## config.mk

```make
export PLATFORM = sky130hd
export DESIGN_NAME = shift_sequencer
export DESIGN_NICKNAME = d
export VERILOG_FILES = /design/src/rtl/shift_sequencer.sv
export SDC_FILE = /design/constraint.sdc
export NUM_CORES = 1
export LEC_CHECK = 0
export CAP_MARGIN = 40
export CORE_MARGIN = 3
export CORE_UTILIZATION = 50
export DETAILED_ROUTE_END_ITERATION = 12
export PLACE_DENSITY = 0.76
export SLEW_MARGIN = 25
export SYNTH_ARGS = -nofsm -noshare
export SYNTH_HDL_FRONTEND = slang
export SYNTH_SLANG_ARGS = --single-unit
```

## constraint.sdc

```tcl
create_clock -name clk -period 4.5 [get_ports clk]
set_input_delay 0.675 -clock clk [delete_from_list [all_inputs] [get_ports clk]]
set_output_delay 0.675 -clock clk [all_outputs]
set_load 0.03 [all_outputs]
```

## src/rtl/shift_sequencer.sv

```systemverilog
// Multi-cycle shifter: one 2^stage shift stage reused over S passes, one shamt bit per pass.
// Request/result move over valid/ready; only one request is in flight at a time.
module shift_sequencer #(
    localparam int N = 32,
    localparam int S = $clog2(N)
) (
    input  logic         clk,
    input  logic         rst,
    input  logic         in_valid,
    output logic         in_ready,
    input  logic [N-1:0] in_data,
    input  logic [S-1:0] in_shamt,
    input  logic [1:0]   in_op,
    output logic         out_valid,
    input  logic         out_ready,
    output logic [N-1:0] out_data,
    output logic         busy
);
    typedef enum logic [1:0] {IDLE, SHIFT, DONE} state_t;
    typedef enum logic [1:0] {OP_SLL, OP_SRL, OP_SRA, OP_ROL} op_t;

    state_t              state;
    logic   [N-1:0]      acc;
    logic   [S-1:0]      amt;
    op_t                 op;
    logic   [S-1:0]      stage;

    logic   [S-1:0][N-1:0] cand;
    logic   [N-1:0]      stage_res;
    logic                stage_en;

    // Fixed-distance candidates for every pass; the pass counter picks one.
    for (genvar g = 0; g < S; g++) begin : g_stage
        localparam int K = 1 << g;
        assign cand[g] = (op == OP_SLL) ? {acc[N-1-K:0], {K{1'b0}}} :
                         (op == OP_SRL) ? {{K{1'b0}}, acc[N-1:K]} :
                         (op == OP_SRA) ? {{K{acc[N-1]}}, acc[N-1:K]} :
                                          {acc[N-1-K:0], acc[N-1:N-K]};
    end

    always_comb begin
        stage_res = cand[0];
        stage_en  = amt[0];
        for (int g = 0; g < S; g++) begin
            if (stage == S'(g)) begin
                stage_res = cand[g];
                stage_en  = amt[g];
            end
        end
    end

    assign out_data = acc;

    always_ff @(posedge clk or posedge rst) begin
        if (rst) begin
            state     <= IDLE;
            acc       <= '0;
            amt       <= '0;
            op        <= OP_SLL;
            stage     <= '0;
            in_ready  <= 1'b1;
            out_valid <= 1'b0;
            busy      <= 1'b0;
        end else begin
            case (state)
                IDLE: begin
                    if (in_valid && in_ready) begin
                        acc      <= in_data;
                        amt      <= in_shamt;
                        op       <= op_t'(in_op);
                        stage    <= '0;
                        state    <= SHIFT;
                        in_ready <= 1'b0;
                        busy     <= 1'b1;
                    end
                end
                SHIFT: begin
                    if (stage_en)
                        acc <= stage_res;
                    // Latency is S passes regardless of shamt.
                    if (stage == S'(S - 1)) begin
                        stage     <= '0;
                        state     <= DONE;
                        out_valid <= 1'b1;
                    end else begin
                        stage <= stage + 1'b1;
                    end
                end
                DONE: begin
                    if (out_valid && out_ready) begin
                        state     <= IDLE;
                        out_valid <= 1'b0;
                        in_ready  <= 1'b1;
                        busy      <= 1'b0;
                    end
                end
                default: begin
                    state     <= IDLE;
                    in_ready  <= 1'b1;
                    out_valid <= 1'b0;
                    busy      <= 1'b0;
                end
            endcase
        end
    end
endmodule

```

Word level (Yosys, flattened, before mapping)
Index checks and enable logic that the tools add are counted.
- $add $sub $neg: 1
- eq/ne operators: 13
- muxes and demuxes: 41
- bitwise operators: 2
- reductions and logical operators: 12
- operators by type and width (cell ; count):
    $mux 32 ; 21
    $pmux 32 s2 ; 1
    $reduce_and 3->1 ; 4
    $eq 5x2->1 const B ; 2
    $mux 5 ; 2
    $pmux 5 s2 ; 1
    $mux 1 ; 9
    $pmux 1 s3 ; 3
    $ne 2x2->1 const B ; 4
    $mux 2 ; 3
    $pmux 2 s3 ; 1
    $add 5x1->5 const B ; 1
    $eq 5x1->1 const B ; 1
    $eq 5x3->1 const B ; 1
    $eq 2x1->1 const B ; 2
    $eq 2x2->1 const B ; 2
    $logic_not 2->1 ; 2
    $ne 4x4->1 const B ; 1
    $reduce_and 2->1 ; 2
    $reduce_and 4->1 ; 1
    $logic_and 1x1->1 ; 2
    $not 1->1 ; 2
    $reduce_bool 2->1 ; 1
- flip-flop bits (word level): 49
- bits of input ports: 43
- output and inout port bits: 35
- word-level logic and storage cells: 78

Logic depth before layout (Yosys ltp)
- depth after elaboration: 10
- gate-level depth with buffers: 11
- depth with buffers taken out: 8

Worst setup path before layout
No wires, ideal clock.
- path kind: register to register
- start: register stage[1]
- end: register acc[30], in the netlist out_data[30]
- library setup time: 0.124 ns
- arrival: 2.237 ns
- required time: 4.376 ns
- slack: 2.139 ns
- stages on the path, launching flop included: 10
- path buffers: 1
- period minus slack after synthesis: 2.361 ns
- path through: dfrtp_1 > inv_1 > ha_1 > or4b_1 > buf_2 > nand2_1 > a31oi_1 > or4_1 > a221oi_2 > nor2_1
- word-level cells in the longest chain between the ends: 7
- elaborated cells on any way between the ends: 16
- those cells by class: eq/ne: 5; mux: 10; reduce/logical: 1
- ends and longest elaborated chain (item ; RTL line ; RTL):
    from (decl) ; 26 ; logic [S-1:0] stage;
    from (signal assigned) ; 86 ; stage <= stage + 1'b1;
    $eq 5x1->1 ; 45 ; if (stage == S'(g)) begin
    $mux 32 or $mux 1 (tied branches) (4 in a row) ; 45 ;
    $mux 32 or $ne 2x2->1 (tied branches) ; -- ;
    $pmux 32 s2 or $reduce_and 3->1 (tied branches) ; -- ;
    to (signal assigned) ; 68 ; acc <= in_data;
    to (signal assigned) ; 79 ; acc <= stage_res;
    to (decl) ; 23 ; logic [N-1:0] acc;
Parallel ways exist; a longest one is shown, timed or not. The select of a mux whose other input is x is not followed.
A chain may end at the register's enable or synchronous reset.

Worst setup path in the final report
- start: register stage[0]
- end: register acc[0], in the netlist out_data[0]
Same word-level chain as after synthesis.

==> impl_results.md <==
- Worst skew pair latency: approximately 0.32 ns
- RSZ-0062 raised after global routing: false
- Hold_buf cts: 0
- Outcome: complete, no violations
- FMAX: just under 300 MHz
- Hold Path Class: register to register
- Largest net degree at the start of global routing: 51
- Top fanout value on the critical path: 50
- Critical path launch point type: register
- DPL Wire Length: approximately 13 mm
- Total power: slightly below 5 mW
- WP data required: between 4 and 5 ns
- Final Non-Filler Cells: a little under 800
- Slew Limit Fails: 0
- Initial core utilization: 0.522
- Count of cells resized by post-cts repair: 0
- Routed vias/inst: just over 7
- Mapped Area: roughly 4600 µm²
- DP Cell Count: ~770
- Post-route DRC: 0
- Ratio of cells with drive above 1 in the final layout: 0.0958
- Vias in the first global route: ~5200
- Via count: approximately 5600
- Largest stage delay on the critical path: about 0.8 ns
- Post-route clock skew: 0.00755 ns
- Asr flop ratio synth: 1.00
- Critical Path Sink Type: register
- Top FF cell, synth: dfrtp_1
- PortBufs: 77
- Post-synth EDFFs: 0
- Final worst-path setup slack: between 1 and 1.5 ns
- Initial antenna violation count: 0
- Site row count: 34
- Final Hold Vio Count: 0
- Cells after Synth: approximately 630
- Launch point of the worst path: stage[0]
- Setup TNS: 0 ns
- Worst Hold Slack: 0.535 ns
- Final setup viols: 0
- Detail Route Antenna Nets: 0
- CTS Buf Count: 5
- Slew of the pin with the lowest slew margin: between 0.8 and 0.9 ns
- Met3 usage: 0.0922
- Die width: between 100 and 150 µm
- Slowest-stage cell, CP: or4b_1
- Max clock buf depth: 2
- TritonRoute pass-1 iters: 8
- Critical path class: register to register
- # fillers: a little over 800
- I/O pin count: 78
- Synth cell types: 67
- Gr ovfl total: 0
- Drt total wl: just under 20 mm
- Synth Register Bits: a little under 50
- Htree depth: 2
- Post-CTS setup buffer count: 0
- Final nets: a little over 700
- Fin crit share: 0.761
- Hold_sp: amt[1]
- CP arrival: 3.64 ns
- Pre-CTS WS: ~1.2 ns
- Sequential-to-total area share from yosys stat: 0.266
- Yosys warns: 0
- Crit-path cells: inv_1, ha_1, or4b_1, nor2_1, o31ai_2, nor2b_2, buf_4, o211ai_1, o22a_1
- GRT met2 Usage: 0.560
- Slew margin rel.: 0.414
- DIE AREA: between 10000 and 15000 µm²
- Reg-to-Reg Start: stage[0]
- Core Area: approximately 9000 µm²
- Tmin final: 3.42 ns
- Chip height: 102 µm
- Clock sinks: 49
- Syn_area_per_cell: between 7 and 8 µm²
- Max-cap viol count: 0
- Leak: 2.15 nW
- Placer Congestion: 1.00
- WL/cell: roughly 25 µm
- Global-route usage over all layers: 0.377
- Gr busiest metal: met2
- Met1 usage: 0.529
- Syn Nets: slightly below 700
- Worst-path clk slew: between 0.1 and 0.15 ns
- CTS tree: yes
- Clock Root Buffer: clkbuf_8
- Count of inserted antenna diode cells: 0
- Layout area overhead: 20.3%
- Worst VDD drop: about 420 µV
- First-pass GRT wire length: 30.2 mm
- Starting DRT DRC Count: 886
- PD cells: approximately 900 nW/µm²
-- cell usage in the layout (no fill, tap or decap), types with 3 or more instances in the layout --
master / netlist / final
mux4_2: 3 / 3
dfrtp_1: 48 / 48
a31oi_1: 37 / 37
and2_1: 3 / 3
a22oi_1: 12 / 12
o221ai_1: 8 / 8
ha_1: 4 / 4
nor2_1: 67 / 67
o21ai_1: 3 / 3
nor3_1: 8 / 8
o2bb2ai_1: 3 / 3
a221o_1: 4 / 4
buf_4: 2 / 16
clkdlybuf4s50_1: 0 / 77
a221oi_1: 16 / 16
o211ai_1: 8 / 8
mux2i_1: 9 / 9
a211oi_1: 5 / 5
o21ai_0: 25 / 25
inv_1: 6 / 5
mux2_2: 15 / 15
a311oi_1: 8 / 8
nand3_1: 35 / 35
a32oi_1: 3 / 3
o22a_1: 5 / 5
nand2_1: 122 / 122
a221oi_2: 3 / 3
o2111ai_1: 4 / 4
a21oi_1: 48 / 48
clkbuf_8: 0 / 5
o32ai_1: 4 / 4
o31ai_1: 3 / 3
-- cell type report --
class	instances	area [µm²]	share of cell area
clock buffer	5	68.8	0.0124
clock inverter	3	50.0	0.00901
inverter	6	25.0	0.00450
multi-input combinational	508	3090	0.557
sequential	49	1230	0.221
tap	108	135	0.0243
timing repair buffer	97	956	0.172
-- flip-flops by register name, summed over array words and instances, names as in the netlist --
register,count
out_data,32
stage,5
busy,1
in_ready,1
amt,5
op,2
out_valid,1
state,2
-- metal layers --
layer | part of all wire | routed length (µm)
met3 | 0.14 | 2700
met2 | 0.43 | 8580
met4 | 0.043 | 843
met5 | 0 | 0
met1 | 0.39 | 7630
-- power breakdown --
part / total, mW / switching (mW) / internal [mW]
Sequential: 1.24 / 0.621 / 0.620
Clock: 0.357 / 0.186 / 0.171
Combinational: 3.30 / 2.03 / 1.27
Total: 4.90 / 2.84 / 2.06
-- through the flow --
stage / area, µm² / utilization
after floorplan: 4620 / -
after global placement: 5350 / 0.605
after detailed placement: 5390 / 0.609
after CTS: 5510 / 0.622
after global routing: 5560 / 0.628
final: 5560 / 0.628
-- logic make-up (layout without fill, tap and decap cells) --
family / Yosys count / in the layout / synth area share
adder cells (fa/ha/maj): 4 / 4 / 0.0108
buffers and inverters: 77 / 111 / 0.0726
flip-flops: 49 / 49 / 0.266
AND/OR/NAND/NOR: 258 / 258 / 0.246
AO/OA/AOI/OAI: 217 / 217 / 0.328
multiplexers: 27 / 27 / 0.0707
XOR/XNOR: 2 / 2 / 0.00542
-- synthesized netlist by cell type (3+ instances only) --
library cell  instances  area (µm²)
a211oi_1              5        37.5
a21oi_1              48         240
a221o_1               4        40.0
a221oi_1             16         140
a221oi_2              3        45.0
a22oi_1              12        90.1
a311oi_1              8        70.1
a31oi_1              37         231
a32oi_1               3        26.3
and2_1                3        18.8
buf_2                25         125
clkbuf_1             41         154
dfrtp_1              48        1200
ha_1                  4        50.1
inv_1                 6        22.5
mux2_2               15         169
mux2i_1               9        90.1
mux4_2                3        67.6
nand2_1             122         458
nand3_1              35         175
nor2_1               67         251
nor2b_1               3        18.8
nor3_1                8        40.0
o2111ai_1             4        35.0
o211ai_1              8        60.1
o21ai_0              25         125
o21ai_1               3        15.0
o221ai_1              8        70.1
o22a_1                5        43.8
o2bb2ai_1             3        26.3
o31ai_1               3        22.5
o32ai_1               4        35.0
-- worst paths after layout --
check	endpoint	slack (ns)	depth (start not counted)
setup / recovery	out_data[0]	1.08	9
hold / removal	amt[1]	0.53	1
setup reg to reg	out_data[0]	1.08	9
hold reg to reg	amt[1]	0.53	1
max in group asynchronous	out_data[13]	3.27	2
min in group asynchronous	amt[2]	0.80	2
-- worst max-delay path, delay by kind of cell, from the launching register on --
kind	cells	cell delay, ns
buffers and inverters	2	0.54
and+or+nand+nor	3	1.13
AOI/OAI and AO/OA	3	0.78
adders and majority gates	1	0.38
DFF	1	0.46
Power figures use the tool's default switching activity.
